$ cat config.mk
export PLATFORM = sky130hd
export DESIGN_NAME = serial_reg_bridge
export DESIGN_NICKNAME = d
export VERILOG_FILES = /design/src/rtl/serial_bridge_pkg.sv /design/src/rtl/timeout_counter.sv /design/src/rtl/serial_reg_bridge.sv
export SDC_FILE = /design/constraint.sdc
export NUM_CORES = 1
export LEC_CHECK = 0
export CAP_MARGIN = 40
export CORE_MARGIN = 8
export CORE_UTILIZATION = 35
export DETAILED_ROUTE_END_ITERATION = 8
export REMOVE_ABC_BUFFERS = 1
export SLEW_MARGIN = 20
export SYNTH_ARGS = -nofsm -noshare
export SYNTH_HDL_FRONTEND = slang
export SYNTH_HIERARCHICAL = 1
export SYNTH_SLANG_ARGS = --single-unit
$ cat constraint.sdc
create_clock -name clk -period 2.86 [get_ports clk]
set_input_delay 0.429 -clock clk [delete_from_list [all_inputs] [get_ports clk]]
set_output_delay 0.429 -clock clk [all_outputs]
set_load 0.01 [all_outputs]
$ cat src/rtl/serial_bridge_pkg.sv
// Shared types and constants for the serial register bridge and its
// helper blocks.
package serial_bridge_pkg;

  typedef enum logic [2:0] {
    ST_IDLE,
    ST_GET_REG,
    ST_GET_DATA,
    ST_BUS_WR,
    ST_BUS_RD,
    ST_SEND,
    ST_SEND_WAIT
  } state_e;

  localparam int unsigned RD_BIT     = 7;
  localparam int unsigned RSVD_HI    = 6;
  localparam int unsigned RSVD_LO    = 4;
  localparam int unsigned PERIPH_HI  = 3;
  localparam int unsigned PERIPH_LO  = 0;
  localparam int unsigned BUS_ADDR_W = 12;

  // A command byte is legal only when its reserved field is all zeros.
  function automatic logic cmd_rsvd_ok(input logic [7:0] cmd);
    return cmd[RSVD_HI:RSVD_LO] == 3'b000;
  endfunction

endpackage

$ cat src/rtl/timeout_counter.sv
// Saturating idle-cycle counter; expired is raised on the TIMEOUT_CLKS-th
// consecutive enabled cycle after a clear.
module timeout_counter #(
  parameter int unsigned TIMEOUT_CLKS = 100_000
) (
  input  logic clk,
  input  logic reset,
  input  logic clear,
  input  logic enable,
  output logic expired
);

  localparam int unsigned CW = $clog2(TIMEOUT_CLKS + 1);
  localparam logic [CW-1:0] LIMIT = CW'(TIMEOUT_CLKS);
  localparam logic [CW-1:0] LAST  = CW'(TIMEOUT_CLKS - 1);

  logic [CW-1:0] count_q, count_d;

  always_comb begin
    count_d = count_q;
    if (clear) begin
      count_d = '0;
    end else if (enable && (count_q != LIMIT)) begin
      count_d = count_q + CW'(1);
    end
  end

  always_ff @(posedge clk) begin
    if (reset) begin
      count_q <= '0;
    end else begin
      count_q <= count_d;
    end
  end

  // count_q holds the number of idle cycles already elapsed, so the
  // current enabled cycle is the last one allowed when it equals LAST.
  assign expired = enable && (count_q >= LAST);

endmodule

$ cat src/rtl/serial_reg_bridge.sv
// UART packet parser: decodes 2/3-byte commands into register-bus strobes
// and returns read data through the UART transmitter.
module serial_reg_bridge
  import serial_bridge_pkg::*;
#(
  parameter int unsigned TIMEOUT_CLKS = 100_000
) (
  input  logic        clk,
  input  logic        reset,
  input  logic        rx_valid,
  input  logic [7:0]  rx_data,
  output logic        rx_rd,
  input  logic        tx_busy,
  output logic        tx_wr,
  output logic [7:0]  tx_data,
  output logic [11:0] bus_addr,
  output logic [7:0]  bus_wdata,
  output logic        bus_wr,
  output logic        bus_rd,
  input  logic [7:0]  bus_rdata,
  input  logic        bus_ack,
  output logic        err
);

  state_e state_q, state_d;
  logic   entry_q, entry_d;
  logic   is_rd_q, is_rd_d;

  logic                  rx_rd_q, rx_rd_d;
  logic                  tx_wr_q, tx_wr_d;
  logic [7:0]            tx_data_q, tx_data_d;
  logic [BUS_ADDR_W-1:0] bus_addr_q, bus_addr_d;
  logic [7:0]            bus_wdata_q, bus_wdata_d;
  logic                  bus_wr_q, bus_wr_d;
  logic                  bus_rd_q, bus_rd_d;
  logic                  err_q, err_d;

  logic rx_take;
  logic consume;
  logic to_clear;
  logic to_enable;
  logic to_expired;

  // The UART still shows the consumed byte while rx_rd is high.
  assign rx_take = rx_valid && !rx_rd_q;

  assign to_enable = (state_q == ST_GET_REG) || (state_q == ST_GET_DATA) ||
                     (state_q == ST_BUS_RD);
  assign to_clear  = (state_d != state_q) || consume;

  timeout_counter #(
    .TIMEOUT_CLKS(TIMEOUT_CLKS)
  ) u_timeout (
    .clk     (clk),
    .reset   (reset),
    .clear   (to_clear),
    .enable  (to_enable),
    .expired (to_expired)
  );

  always_comb begin
    state_d     = state_q;
    is_rd_d     = is_rd_q;
    rx_rd_d     = 1'b0;
    tx_wr_d     = 1'b0;
    bus_wr_d    = 1'b0;
    bus_rd_d    = 1'b0;
    err_d       = 1'b0;
    tx_data_d   = tx_data_q;
    bus_addr_d  = bus_addr_q;
    bus_wdata_d = bus_wdata_q;
    consume     = 1'b0;

    unique case (state_q)
      ST_IDLE: begin
        if (rx_take) begin
          rx_rd_d = 1'b1;
          consume = 1'b1;
          if (!cmd_rsvd_ok(rx_data)) begin
            err_d = 1'b1;
          end else begin
            bus_addr_d[BUS_ADDR_W-1:8] = rx_data[PERIPH_HI:PERIPH_LO];
            is_rd_d                    = rx_data[RD_BIT];
            state_d                    = ST_GET_REG;
          end
        end
      end

      ST_GET_REG: begin
        if (rx_take) begin
          rx_rd_d         = 1'b1;
          consume         = 1'b1;
          bus_addr_d[7:0] = rx_data;
          state_d         = is_rd_q ? ST_BUS_RD : ST_GET_DATA;
        end else if (to_expired) begin
          err_d   = 1'b1;
          state_d = ST_IDLE;
        end
      end

      ST_GET_DATA: begin
        if (rx_take) begin
          rx_rd_d     = 1'b1;
          consume     = 1'b1;
          bus_wdata_d = rx_data;
          state_d     = ST_BUS_WR;
        end else if (to_expired) begin
          err_d   = 1'b1;
          state_d = ST_IDLE;
        end
      end

      ST_BUS_WR: begin
        bus_wr_d = 1'b1;
        state_d  = ST_IDLE;
      end

      // An ack in the same cycle as expiry still completes the read.
      ST_BUS_RD: begin
        bus_rd_d = entry_q;
        if (bus_ack) begin
          tx_data_d = bus_rdata;
          state_d   = ST_SEND;
        end else if (to_expired) begin
          err_d   = 1'b1;
          state_d = ST_IDLE;
        end
      end

      ST_SEND: begin
        if (!tx_busy) begin
          tx_wr_d = 1'b1;
          state_d = ST_SEND_WAIT;
        end
      end

      // The first cycle here is skipped: tx_busy has not yet risen.
      ST_SEND_WAIT: begin
        if (!entry_q && !tx_busy) begin
          state_d = ST_IDLE;
        end
      end

      default: begin
        state_d = ST_IDLE;
      end
    endcase

    entry_d = (state_d != state_q);
  end

  always_ff @(posedge clk) begin
    if (reset) begin
      state_q     <= ST_IDLE;
      entry_q     <= 1'b0;
      is_rd_q     <= 1'b0;
      rx_rd_q     <= 1'b0;
      tx_wr_q     <= 1'b0;
      tx_data_q   <= '0;
      bus_addr_q  <= '0;
      bus_wdata_q <= '0;
      bus_wr_q    <= 1'b0;
      bus_rd_q    <= 1'b0;
      err_q       <= 1'b0;
    end else begin
      state_q     <= state_d;
      entry_q     <= entry_d;
      is_rd_q     <= is_rd_d;
      rx_rd_q     <= rx_rd_d;
      tx_wr_q     <= tx_wr_d;
      tx_data_q   <= tx_data_d;
      bus_addr_q  <= bus_addr_d;
      bus_wdata_q <= bus_wdata_d;
      bus_wr_q    <= bus_wr_d;
      bus_rd_q    <= bus_rd_d;
      err_q       <= err_d;
    end
  end

  assign rx_rd     = rx_rd_q;
  assign tx_wr     = tx_wr_q;
  assign tx_data   = tx_data_q;
  assign bus_addr  = bus_addr_q;
  assign bus_wdata = bus_wdata_q;
  assign bus_wr    = bus_wr_q;
  assign bus_rd    = bus_rd_q;
  assign err       = err_q;

endmodule
* Word level (Yosys, flattened, before mapping)
Index checks and enable logic that the tools add are counted. W data, S select, Z words.
Word-level totals: logic and storage cells 66, output and inout port bits 33, input bits 21, bits in registers 55
Cells by class: magnitude comparators 1, bitwise logic cells 2, mux-type cells 20, equal/unequal tests 8, $add $sub $neg 1, reductions and logical operators 21
Operator list (count):
- $mux W3 | 9
- $pmux W3 S6 | 1
- $add A17 B1 Y17 const B | 1
- $ge A17 B17 Y1 const B | 1
- $ne A17 B17 Y1 const B | 1
- $eq A3 B3 Y1 const B | 3
- $mux W1 | 9
- $reduce_or A2 Y1 | 4
- $eq A3 B2 Y1 const B | 2
- $logic_not A3 Y1 | 2
- $reduce_and A2 Y1 | 3
- $logic_and A1 B1 Y1 | 4
- $eq A3 B1 Y1 const B | 1
- $logic_not A1 Y1 | 3
- $logic_or A1 B1 Y1 | 3
- $ne A3 B3 Y1 | 1
- $pmux W1 S3 | 1
- $reduce_and A3 Y1 | 1
- $reduce_or A3 Y1 | 1
- $not A1 Y1 | 2

* Logic depth before layout (Yosys ltp)
word-level depth 10, gate-level depth with buffers 15, mapped depth without buffers 12

* By module
Netlist, hierarchy kept.
By module, submodules not included:
- serial_reg_bridge | seq. area each 760.7 um^2, instances 1, cells each 170, area each 1601.5 um^2
- timeout_counter | seq. area each 340.3 um^2, instances 1, cells each 110, area each 949.7 um^2

* Worst setup path before layout
OpenSTA, ideal clock, no wires.
path type register -> register, from reg u_timeout.count_q[11], to reg u_timeout.count_q[7], library setup time 0.070 ns, period minus slack after synthesis 2.782 ns, required time 2.790 ns, arrival 2.713 ns, path buffers 2, setup slack 0.078 ns, stages on the path, launching flop included 14, cell sequence dfxtp_1 -> or4_4 -> nand3_1 -> o21ai_0 -> o21a_1 -> nor3b_1 -> o22ai_1 -> o221ai_2 -> a211oi_2 -> o21ai_1 -> or2_2 -> buf_2 -> buf_6 -> a21oi_1
Between the ends: cells in the longest elaborated chain, start to end 8, elaborated cells on any way between the ends 12, those cells by class order compare: 1; eq/ne: 2; mux: 5; reduce/logical: 4
Ends and longest elaborated chain:
- start, declared | RTL line timeout_counter.sv:17 | logic [CW-1:0] count_q, count_d;
- start signal, assigned | RTL line timeout_counter.sv:32 | count_q <= count_d;
- $ge A17 B17 Y1 (*) | RTL line timeout_counter.sv:38 | assign expired = enable && (count_q >= LAST);
- $logic_and A1 B1 Y1 (*) | RTL line timeout_counter.sv:38
- named net to_expired | RTL line serial_reg_bridge.sv:42 | logic to_expired;
- $mux W3 (*) | RTL line serial_reg_bridge.sv:95, serial_reg_bridge.sv:107, serial_reg_bridge.sv:124
- $mux W3 (on tied branches) | RTL line serial_reg_bridge.sv:121, serial_reg_bridge.sv:90, serial_reg_bridge.sv:102
- $pmux W3 S6 (*) | RTL line serial_reg_bridge.sv:74 | unique case (state_q)
- $ne A3 B3 Y1 (*) | RTL line serial_reg_bridge.sv:49 | assign to_clear = (state_d != state_q) || consume;
- $logic_or A1 B1 Y1 (*) | RTL line serial_reg_bridge.sv:49
- named net to_clear | RTL line serial_reg_bridge.sv:40 | logic to_clear;
- $reduce_or A2 Y1 (no source line) (*)
Mark *: on every way through the listed nets, which the timed path passes. The rest lies on a longest branch. A chain may end at the register's enable or synchronous reset.

* Worst setup path in the final report
Ends and elaborated chain as after synthesis.

==> Implementation_results.wiki <==
{| class="wikitable"
! Metric !! Value
|-
| Crit Path Class || reg -> reg
|-
| Worst min-delay path class || reg -> reg
|-
| Final-stage net count || 366
|-
| Post-Synth Simple-Gate Area || 26.6%
|-
| Share of synthesized area occupied by flip-flops and latches || 43.2%
|-
| DP Cell Count || 433
|-
| Top cell type's share of synthesized area || 43.2%
|-
| Antenna Nets Post-Route || 0
|-
| Power, Total || 1.35 mW
|-
| Capturing element type of the critical path || flop
|-
| GRT Max-Usage Layer || met2
|-
| Half-perimeter wire length after detailed placement || 4650 µm
|-
| TritonCTS clock tree || built
|-
| Skew-Pair Late Insertion Delay || 310 ps
|-
| Mean cell area of the mapped netlist || 9.11 µm²
|-
| Number of hold buffers added after cts || 0
|-
| Clk root buf || clkbuf_8
|-
| Library cell with the largest summed area after synthesis || dfxtp_1
|-
| Maximum number of pins on one net before global-route repair || 34
|-
| I/O Buffers || 53
|-
| DRT Pass-1 Iters || 4
|-
| Worst Reg2Reg Path Length in Cells || 12
|-
| Cells after Synth || 280
|-
| Cell area after synthesis || 2550 µm²
|-
| Final Hold Violating Endpoints || 0
|-
| Largest family of logic cells by synthesized area || simple AND/OR/NAND/NOR gates
|-
| Worst path arrival time || 2970 ps
|-
| Ports || 54
|-
| Max-cap violations || 0
|-
| Die boundary height || 101 µm
|-
| Run status || finished, final reports clean
|-
| Number of antenna diodes || 0
|-
| Origin of the critical flop-to-flop path || u_timeout/count_q[11]$_SDFFE_PP0P_
|-
| Hold_sp || tx_data[7]$_SDFFE_PP0P_
|-
| Register-to-register setup slack || 140 ps
|-
| Final-report max-slew violation count || 0
|-
| Number of endpoints failing setup at the final stage || 0
|-
| Vias after detailed routing || 2,230
|-
| Unique masters post-synth || 54
|-
| Horizontal die dimension || 101 µm
|-
| Met2 Resource Use GR || 20.7%
|-
| Pre-CTS setup slack || -36.2 ps
|-
| Combined area of the multi-input logic cells || 1350 µm²
|-
| Final Wtd Congestion || 0.853
|-
| First element of the critical path || u_timeout/count_q[11]$_SDFFE_PP0P_
|-
| Total grt overflow || 0
|-
| Synth Register Bits || 55
|-
| Relative slew slack || 54.4%
|-
| Global Route Usage Sum || 12.9%
|-
| Most frequent cells after synthesis || 55 x dfxtp_1, 38 x nor2_1, 23 x nand2_1
|-
| # clock sinks || 55
|-
| Worst EP required || 3110 ps
|-
| Peak supply drop || 0.216 mV
|-
| Post-synth EDFFs || 0
|-
| Wire length of the first global-routing pass || 10,600 µm
|-
| GRT met3 Usage || 5.77%
|-
| Setup clock skew after layout || 10.7 ps
|-
| Clock tree buffer depth || 2
|-
| Max Freq || 367 MHz
|-
| Initial antenna violation count || 0
|-
| Via density per instance || 5.03
|-
| Met1 usage || 15.1%
|-
| Async SR Flop Fraction || 0%
|-
| WL final || 6410 µm
|-
| Routed wire length per instance || 14.5 µm
|-
| Share of post-route cells with drive strength above 1 || 15.4%
|-
| Most repeated cell in the gate-level netlist after synthesis || dfxtp_1
|-
| Full die area || 10,300 µm²
|-
| Synth Area in XOR/XNOR || 3.09%
|-
| Worst Max-Slew Pin Slew || 681 ps
|-
| Core area || 7140 µm²
|-
| Hold-critical path depth || 2
|-
| Dominant synthesized flop cell || dfxtp_1
|-
| Leak || 1.27 nW
|-
| Hold path endpoint || tx_data[7]$_SDFFE_PP0P_
|-
| Area of all sequential standard cells || 1100 µm²
|-
| DR DRC count || 0
|-
| Non-Filler Instances || 443
|-
| Post-route worst setup slack || 138 ps
|-
| Area fraction in compound gates after synthesis || 12.0%
|-
| Number of global-route vias before repair || 2,195
|-
| Launching element type of the critical path || flop
|-
| Post-route minimum period || 2720 ps
|-
| Filler cell count in the final layout || 725
|-
| Power Density || 399 nW/µm²
|-
| CTS H-Tree Depth || 2
|-
| DRC violation total after the first TritonRoute iteration || 62
|-
| Synthesis-to-layout area growth || 32.6%
|-
| Clock transition at the register clock pins on the worst setup and hold paths after CTS || 110 ps
|-
| Ys Warns || 6
|-
| Largest cells by area after synthesis || dfxtp_1 43%, mux2i_1 8.6%, nor2_1 5.6%
|-
| Final period utilization || 95.2%
|-
| Endpoint of the worst register-to-register path || u_timeout/count_q[7]$_SDFFE_PP0P_
|-
| Total clock buffers created by CTS || 5
|-
| Number of placement rows || 31
|-
| Starting density of the core || 35.7%
|-
| Share of synthesized cell area in full adder, half adder and majority cells || 0.981%
|-
| Critical path peak fanout || 14
|-
| Portion of netlist area occupied by mux cells || 8.63%
|}
## power breakdown
group	switching, mW	internal [mW]
clock network	0.280	0.182
logic	0.0539	0.0582
registers	0.00376	0.771
## through the flow
step	hold slack [ps]	utilization, %	setup TNS [ps]	instance area (µm²)
final	459	47.4	0	3380
after detailed placement	447	45.3	-36.2	3230
after global placement	442	45.3	0	3230
after global routing	485	47.4	-209	3380
after CTS	462	46.9	0	3350
after floorplan	463	-	0	2430
## cell usage in the layout, fill, tap and decap left out, types with 6 or more instances in the layout
master,instances
a21oi_1,14
buf_4,19
clkdlybuf4s50_1,53
dfxtp_1,54
mux2i_1,22
nand2_1,23
nand3_1,9
nand4_1,9
nor2_1,37
or3_1,6
xnor2_1,6
## cell type report
cell class              count  area share, %
well taps                  99           3.66
repair buffers             73           20.5
clock buffers               5           2.03
multi-input cells         203           39.8
clock inverters             3          0.814
flip-flops and latches     55           32.7
inverters                   5          0.555
## cell families after synthesis
family | after synthesis
AND/OR/NAND/NOR | 126
multiplexers | 22
flip-flops | 55
XOR/XNOR | 9
buffers and inverters | 22
AO/OA/AOI/OAI | 44
adder cells (fa/ha/maj) | 2
## how the worst max path moves through the flow
stage                                               to  slack [ps]  depth (start not counted)
CTS                  u_timeout/count_q[5]$_SDFFE_PP0P_          10                         12
finish               u_timeout/count_q[7]$_SDFFE_PP0P_         140                         12
global placement     u_timeout/count_q[6]$_SDFFE_PP0P_         110                         12
detailed placement   u_timeout/count_q[5]$_SDFFE_PP0P_         -40                         12
global route         u_timeout/count_q[5]$_SDFFE_PP0P_         -40                         12
floorplan           u_timeout/count_q[12]$_SDFFE_PP0P_         160                         10
## flip-flops by register name, indices dropped and copies added (netlist names)
name               cells
bus_rd                 1
u_timeout/count_q     17
tx_wr                  1
state_q                3
is_rd_q                1
rx_rd                  1
entry_q                1
bus_addr              12
err                    1
tx_data                8
bus_wr                 1
bus_wdata              8
## metal layers
metal | vias up | share of wire (%)
met5 | - | 0
met4 | 0 | 0.70
met3 | 6 | 8.5
met2 | 50 | 49
met1 | 1049 | 42
li1 | 1125 | -
## worst max-delay path, cell delays in order (launching register included)
cell and delay, ps:
dfxtp_4 360, or4_4 550, nand3_2 90, o21ai_1 70, o21a_1 180, buf_4 160
nor4b_4 260, o21ai_2 100, a211oi_2 250, o21ai_2 110, or2_4 270, buf_12 150
a21oi_1 110
## what timing repair did
action	CTS	global route
pin swaps	1	4
buffers inserted	1	1
resized for setup	3	10
hold endpoints to repair	0	0
endpoints found under the setup margin	11	17
Note: power is estimated with default switching activity, not from simulation.
